### src/rtl/conv_pkg.sv
// Shared types, constants and the output saturation helper for the 3x3 MAC unit.
package conv_pkg;

   localparam int unsigned PIX_W  = 8;
   localparam int unsigned WT_W   = 8;
   localparam int unsigned TAPS   = 9;
   localparam int unsigned RES_W  = 18;
   localparam int unsigned CNT_W  = 16;
   localparam int unsigned PROD_W = PIX_W + WT_W + 1;  // 9b zero-extended pixel x 8b weight
   localparam int unsigned ROW_W  = PROD_W + 2;        // sum of three products
   localparam int unsigned SUM_W  = ROW_W + 2;         // sum of three row sums

   localparam int RES_MAX = 131071;
   localparam int RES_MIN = -131072;

   typedef logic        [PIX_W-1:0]  pixel_t;
   typedef logic signed [WT_W-1:0]   weight_t;
   typedef logic signed [PROD_W-1:0] product_t;
   typedef logic signed [ROW_W-1:0]  row_sum_t;
   typedef logic signed [SUM_W-1:0]  sum_t;
   typedef logic signed [RES_W-1:0]  result_t;

   // Clamp the full-precision sum into the signed result range.
   function automatic result_t sat_res(input sum_t i_sum);
      result_t v;
      if (i_sum > sum_t'(RES_MAX)) begin
         v = result_t'(RES_MAX);
      end else if (i_sum < sum_t'(RES_MIN)) begin
         v = result_t'(RES_MIN);
      end else begin
         v = result_t'(i_sum);
      end
      return v;
   endfunction

endpackage

### src/rtl/conv_row_mac.sv
// One kernel row: three pixel x weight products (S1) reduced to a registered row sum (S2).
module conv_row_mac
   import conv_pkg::*;
(
   input  logic                  clk,
   input  logic                  rst,
   input  logic                  i_s1_en,
   input  logic                  i_s2_en,
   input  logic [3*PIX_W-1:0]    i_pix,
   input  logic [3*WT_W-1:0]     i_wt,
   output row_sum_t              o_row_sum
);

   product_t w_prod [3];
   product_t r_prod [3];
   row_sum_t w_row_sum;
   row_sum_t r_row_sum;

   // Products: pixel is unsigned, so it gets a zero sign bit before the signed multiply
   always_comb begin
      for (int i = 0; i < 3; i++) begin
         w_prod[i] = product_t'($signed({1'b0, i_pix[i*PIX_W +: PIX_W]}))
                   * product_t'($signed(i_wt[i*WT_W +: WT_W]));
      end
   end

   // Row reduction, sign-extended so the three-way sum cannot overflow
   always_comb begin
      w_row_sum = row_sum_t'(r_prod[0]) + row_sum_t'(r_prod[1]) + row_sum_t'(r_prod[2]);
   end

   // S1 product registers load on acceptance; S2 row sum advances whenever not stalled
   always_ff @(posedge clk or negedge rst) begin
      if (!rst) begin
         r_prod    <= '{default: '0};
         r_row_sum <= '0;
      end else begin
         if (i_s1_en) begin
            r_prod <= w_prod;
         end
         if (i_s2_en) begin
            r_row_sum <= w_row_sum;
         end
      end
   end

   assign o_row_sum = r_row_sum;

endmodule

### src/rtl/conv3x3_mac_unit.sv
// 3x3 convolution MAC: three row MACs (S1+S2), final sum, saturation and result handshake (S3).
// Optional build macro CONV_MAC_RELU_EN clamps negative saturated results to zero.
module conv3x3_mac_unit
   import conv_pkg::*;
(
   input  logic                   clk,
   input  logic                   rst,
   input  logic [TAPS*PIX_W-1:0]  window,
   input  logic                   win_valid,
   output logic                   win_ready,
   input  logic                   wt_load,
   input  logic [TAPS*WT_W-1:0]   wt_data,
   output logic [RES_W-1:0]       result,
   output logic                   res_valid,
   input  logic                   res_ready,
   output logic [CNT_W-1:0]       res_count
);

   logic [TAPS*WT_W-1:0] r_kernel;
   logic                 r_v1;
   logic                 r_v2;
   logic                 r_res_valid;
   result_t              r_result;
   logic [CNT_W-1:0]     r_count;

   logic     w_stall;
   logic     w_adv;
   logic     w_accept;
   row_sum_t w_row_sum [3];
   sum_t     w_sum;
   result_t  w_sat;
   result_t  w_res;

   // Global stall: a presented result that downstream refuses freezes the whole pipe
   always_comb begin
      w_stall  = r_res_valid & ~res_ready;
      w_adv    = ~w_stall;
      w_accept = win_valid & w_adv;
   end

   // Row MACs read the kernel register before this edge's load, so a same-cycle load is not seen
   for (genvar g = 0; g < 3; g++) begin : g_row
      conv_row_mac u_row (
         .clk       (clk),
         .rst       (rst),
         .i_s1_en   (w_accept),
         .i_s2_en   (w_adv),
         .i_pix     (window[g*3*PIX_W +: 3*PIX_W]),
         .i_wt      (r_kernel[g*3*WT_W +: 3*WT_W]),
         .o_row_sum (w_row_sum[g])
      );
   end

   // Final sum and saturation, with optional ReLU
   always_comb begin
      w_sum = sum_t'(w_row_sum[0]) + sum_t'(w_row_sum[1]) + sum_t'(w_row_sum[2]);
      w_sat = sat_res(w_sum);
`ifdef CONV_MAC_RELU_EN
      w_res = w_sat[RES_W-1] ? '0 : w_sat;
`else
      w_res = w_sat;
`endif
   end

   // Kernel register loads whenever requested, independent of stall
   always_ff @(posedge clk or negedge rst) begin
      if (!rst) begin
         r_kernel <= '0;
      end else if (wt_load) begin
         r_kernel <= wt_data;
      end
   end

   // Stage valids and S3 result; result only changes when a valid sum arrives
   always_ff @(posedge clk or negedge rst) begin
      if (!rst) begin
         r_v1        <= 1'b0;
         r_v2        <= 1'b0;
         r_res_valid <= 1'b0;
         r_result    <= '0;
      end else if (w_adv) begin
         r_v1        <= w_accept;
         r_v2        <= r_v1;
         r_res_valid <= r_v2;
         if (r_v2) begin
            r_result <= w_res;
         end
      end
   end

   // Count results taken by downstream; wraps naturally
   always_ff @(posedge clk or negedge rst) begin
      if (!rst) begin
         r_count <= '0;
      end else if (r_res_valid && res_ready) begin
         r_count <= r_count + CNT_W'(1);
      end
   end

   assign win_ready = w_adv;
   assign result    = r_result;
   assign res_valid = r_res_valid;
   assign res_count = r_count;

endmodule

### config.mk
export PLATFORM = sky130hd
export DESIGN_NAME = conv3x3_mac_unit
export DESIGN_NICKNAME = d
export VERILOG_FILES = /design/src/rtl/conv_pkg.sv /design/src/rtl/conv_row_mac.sv /design/src/rtl/conv3x3_mac_unit.sv
export SDC_FILE = /design/constraint.sdc
export NUM_CORES = 2
export LEC_CHECK = 0
export ABC_CLOCK_PERIOD_IN_PS = 8450
export CAP_MARGIN = 5
export CORE_MARGIN = 3
export CORE_UTILIZATION = 45
export DETAILED_ROUTE_END_ITERATION = 6
export GPL_ROUTABILITY_DRIVEN = 0
export PLACE_DENSITY = 0.64
export SLEW_MARGIN = 5
export SYNTH_ARGS = -nofsm -noshare
export SYNTH_HDL_FRONTEND = slang
export SYNTH_SLANG_ARGS = --single-unit
### constraint.sdc
create_clock -name clk -period 8.45 [get_ports clk]
set_input_delay 2.535 -clock clk [delete_from_list [all_inputs] [get_ports clk]]
set_output_delay 2.535 -clock clk [all_outputs]
set_load 0.01 [all_outputs]
# Yosys cells after proc, flatten, opt, wreduce, memory -nomap -nowiden
# Cells that the tools add are included.
[op_classes] n_addsub=9 multipliers=9 magnitude_cmp=2 n_mux=2 bitwise_logic=4 reduce_logical=2
[op_table] op="9-bit by 8-bit multiplier with 17-bit output" count=9
[op_table] op="18-bit by 17-bit adder with 19-bit output" count=3
[op_table] op="17-bit by 17-bit adder with 18-bit output" count=3
[op_table] op="18-bit two-way mux" count=2
[op_table] op="20-bit by 19-bit adder with 21-bit output" count=1
[op_table] op="21-bit by 18-bit greater-than comparator with 1-bit output (second input constant)" count=1
[op_table] op="21-bit by 18-bit < comparator with 1-bit output (second input constant)" count=1
[op_table] op="19-bit by 19-bit adder with 20-bit output" count=1
[op_table] op="16-bit by 1-bit adder with 16-bit output (second input constant)" count=1
[op_table] op="1-bit bitwise AND" count=2
[op_table] op="1-bit inverter" count=2
[op_table] op="2-bit AND reduction" count=1
[op_table] op="1-bit logical AND" count=1
[totals] reg_bits=319 inputBits=149 output_inout_bits=36 wordCells=46

# Longest topological paths before layout
[logic_depth] depth_word=5 mapped_depth=18 mapped_depth_nobuf=18

# By module
# Synthesis repeated with hierarchy kept, for this count alone.
[unflattened] cells_unflattened=3729 area_unflattened_um2=36755.3
[modules_own_cells] module="conv_row_mac (g_row[2].u_row)" n_inst=1 cells_each=1100 area_per_inst_um2=10422.5 seq_area_each_um2=1751.7
[modules_own_cells] module="conv_row_mac (g_row[1].u_row)" n_inst=1 cells_each=1073 area_per_inst_um2=10337.4 seq_area_each_um2=1751.7
[modules_own_cells] module="conv_row_mac (g_row[0].u_row)" n_inst=1 cells_each=1090 area_per_inst_um2=10318.6 seq_area_each_um2=1751.7
[modules_own_cells] module="conv3x3_mac_unit" n_inst=1 cells_each=466 area_per_inst_um2=5676.7 seq_area_each_um2=2727.6

# Least setup slack after synthesis
# Ideal clock, no wire load.
[synth_path] path_kind="input-to-reg" from="in window[22]" to="reg g_row[0].u_row.r_prod[16] (netlist name)" setup_time_ns=0.082 arrival_ns=6.254 required_time_ns=8.368 path_slack_ns=2.114 path_stages=17 n_path_buf=0 path_cell_list="and2_1 > fa_1 > inv_1 > fa_1 > inv_1 > fa_1 > inv_1 > fa_1 > inv_1 > ha_1 > inv_1 > a21o_1 > a21o_1 > a21oi_1 > nor4_1 > or3_1 > a31oi_1"
[synth_via] elab_chain_cells=1
[synth_lines] element="start: declaration" line="conv3x3_mac_unit.sv:8" rtl="input logic [TAPS*PIX_W-1:0] window,"
[synth_lines] element="9-bit by 8-bit multiplier with 17-bit output" line="conv_row_mac.sv:23" rtl="* product_t'($signed(i_wt[i*WT_W +: WT_W]));"
[synth_lines] element="end signal: assignment" line="conv_row_mac.sv:39" rtl="r_prod <= w_prod;"
[synth_lines] element="end: declaration" line="conv_row_mac.sv:15" rtl="product_t r_prod [3];"
# Every way passes these cells.
# A chain may end at the register's enable or synchronous reset.

# Worst setup path after layout
[layout_path] from="in window[28]" to="reg g_row[1].u_row.r_prod[50] (netlist name)"
[layout_via] elab_chain_cells=1
[layout_lines] element="9-bit by 8-bit multiplier with 17-bit output" line="conv_row_mac.sv:23"
[layout_lines] element="end signal: assignment" line="conv_row_mac.sv:39"
[layout_lines] element="end: declaration" line="conv_row_mac.sv:15"
# Every way passes these cells.

==> results_dict.tcl <==
set metrics [dict create \
    reg2reg_depth 15 \
    cts_hold_buf 0 \
    synth_edf_count 0 \
    viasPerCell 5.06 \
    path_delay_family "adder cells" \
    avgSynthCellArea_um2 9.28 \
    mostFrequentLayoutCells "614 x inv_1, 570 x nand2_1, 458 x ha_1" \
    firstDrtPassIters 5 \
    period_share_pct 78.3 \
    ys_seq_area_share_pct 22.4 \
    cp-end-kind "register" \
    pre_cts_ws_ns 1.25 \
    core_area_um2 78000 \
    cp-startpoint "window[28]" \
    crit_path_top_delay_cell "clkdlybuf4s50_1" \
    route.detailed.drc 0 \
    slew_viol_final 0 \
    h-tree-depth 2 \
    clk_pin_slew_ns 0.06 \
    cp.arrival_ns 7.14 \
    insertedDiodeCount 0 \
    cts_tree "yes" \
    grt-ovfl-total 0 \
    holdPathStages 1 \
    holdCritPathClass "reg2reg" \
    layout_commonest_cell "inv_1" \
    r2r-start "r_kernel[26]" \
    hold_viol_final 0 \
    io_buffers 184 \
    fin_ws_ns 1.83 \
    slowest_delay_ns 0.58 \
    antenna_left 0 \
    wl_per_cell_um 15.4 \
    die-width_um 287 \
    yosysTopAreaCell "fa_1" \
    grt_usage_pct 19.8 \
    start_kind "input pin" \
    leakage_uw 0.0201 \
    io_pins 185 \
    antenna_found_initial 0 \
    path_buf_inv 3 \
    synthToLayoutAreaGrowth_pct 12.3 \
    slew_headroom_pct 35.5 \
    drv_cap 0 \
    synth_nets 4854 \
    postCtsSetupRepairBufs 0 \
    clockRootBuffer "clkbuf_16" \
    clockBufferDepth 3 \
    rsz0062_at_grt "false" \
    synth_area_leaders "fa_1 23%, dfrtp_1 22%, ha_1 16%" \
    min_period_ns 6.62 \
    syn_inst 3840 \
    tightest_slew_ns 0.968 \
    synth_top_area_share_pct 22.9 \
    vias 25700 \
    cts_buffers 44 \
    setup_tns_ns 0 \
    power_per_cell_area_nw_per_um2 392 \
    crit_fanout 8 \
    outcome "finished clean" \
    worstReg2RegEnd "g_row[1].u_row.r_prod[50]" \
    clk-insertion-delay-late_ns 0.61 \
    fin_nets 5017 \
    ys_ff_latch 319 \
    max_freq_ghz 0.151 \
    worstSetupPathType "in2reg" \
    path_cells "clkdlybuf4s50_1, and2_1, fa_1, inv_1, fa_1, inv_1, fa_1, fa_1, ha_1, o21ai_0, a21o_1, a21o_1, a21oi_1, nor3_1, or3_1, a31oi_1" \
    hpwl_um 62700 \
    die_h_um 287 \
    drive_gt1_share_pct 4.43 \
    routed_wl_um 78300 \
    start_util_pct 45.7 \
    clkSinkCount 319 \
    ys_types 69 \
    vdd_drop_max_v 0.000313 \
    cp_common_cell "fa_1" \
    cp.depth 16 \
    ctsResizeCount 0 \
    die_area_um2 82600 \
    cp-endpoint "g_row[1].u_row.r_prod[50]" \
    skew_ns 0.0328 \
    first_global_vias 26400 \
    netlist_area_um2 35600 \
    grt_max_degree 170 \
    row_count 102 \
    synthArstFlopShare_pct 100 \
    synth_warnings 0 \
    drt_iter0_drc 1105 \
    worst_hold_slack_ns 0.477 \
    setup_viol 0 \
    grt_pass1_wl_um 134000 \
    synth_ff_type "dfrtp_1" \
    r2r_setup_slack_ns 3.82 \
    worstPathRequired_ns 8.97 \
]
==> where the power goes <==
group / total (µW) / switching, µW / internal, µW
logic: 11000 / 6120 / 4920
registers: 2780 / 623 / 2160
clock network: 1880 / 785 / 1100
==> how the worst min path moves through the flow <==
stage                        startpoint            end  slack, ns
after global routing               r_v1           r_v2       0.50
after CTS                 res_count[15]  res_count[15]       0.48
after floorplan                    r_v1           r_v2       0.45
after global placement             r_v1           r_v1       0.46
after detailed placement           r_v1           r_v2       0.46
final                     res_count[15]  res_count[15]       0.48
==> kinds of logic after synthesis <==
group,synth area share (%)
buf+inv,7.41
flops,22.4
mux,2.17
fa+ha+maj,38.9
xor+xnor,3.91
simple gates,16.5
compound gates,8.67
==> Yosys cell counts, types with 66 or more instances <==
library cell and instances:
inv_1 614, nand2_1 571, ha_1 458, fa_1 407, dfrtp_1 319, and2_1 288, o21ai_0 200, a21oi_1 130
nor2_1 120, xnor2_1 96, nand2b_1 67, mux2_2 66
==> metal layers <==
layer	share of wire (%)	GRT usage, %	wire length (µm)
met3	3.6	2.45	2820
met5	0	0	0
met4	1.8	3.73	1380
met2	46	31.9	35900
met1	49	28.9	38200
==> metrics by stage <==
stage / util, % / area, µm² / total power (µW) / cells
final: 51.3 / 40000 / 15700 / 5077
after global routing: 51.3 / 40000 / 17600 / 5077
after CTS: 51.3 / 40000 / 15900 / 5077
after detailed placement: 49.5 / 38600 / 13800 / 4997
after global placement: 49.5 / 38600 / 13700 / 4997
after floorplan: - / 35600 / 11300 / 3840
==> layout make-up <==
| type | count | area, µm² |
|---|---|---|
| Clock buffer | 55 | 1180 |
| Clock inverter | 25 | 270 |
| Fill cell | 7256 | 37900 |
| Inverter | 615 | 2310 |
| Multi-Input combinational cell | 2829 | 25000 |
| Sequential cell | 319 | 7980 |
| Tap cell | 1040 | 1300 |
| Timing Repair Buffer | 194 | 1960 |
==> flip-flops by register name, summed over array words and instances, names as in the netlist <==
register               flops
r_kernel                  72
result                    18
r_v1                       1
g_row.u_row.r_prod       153
res_valid                  1
r_v2                       1
res_count                 16
g_row.u_row.o_row_sum     57
No activity file was read; power rests on OpenSTA's default activity.
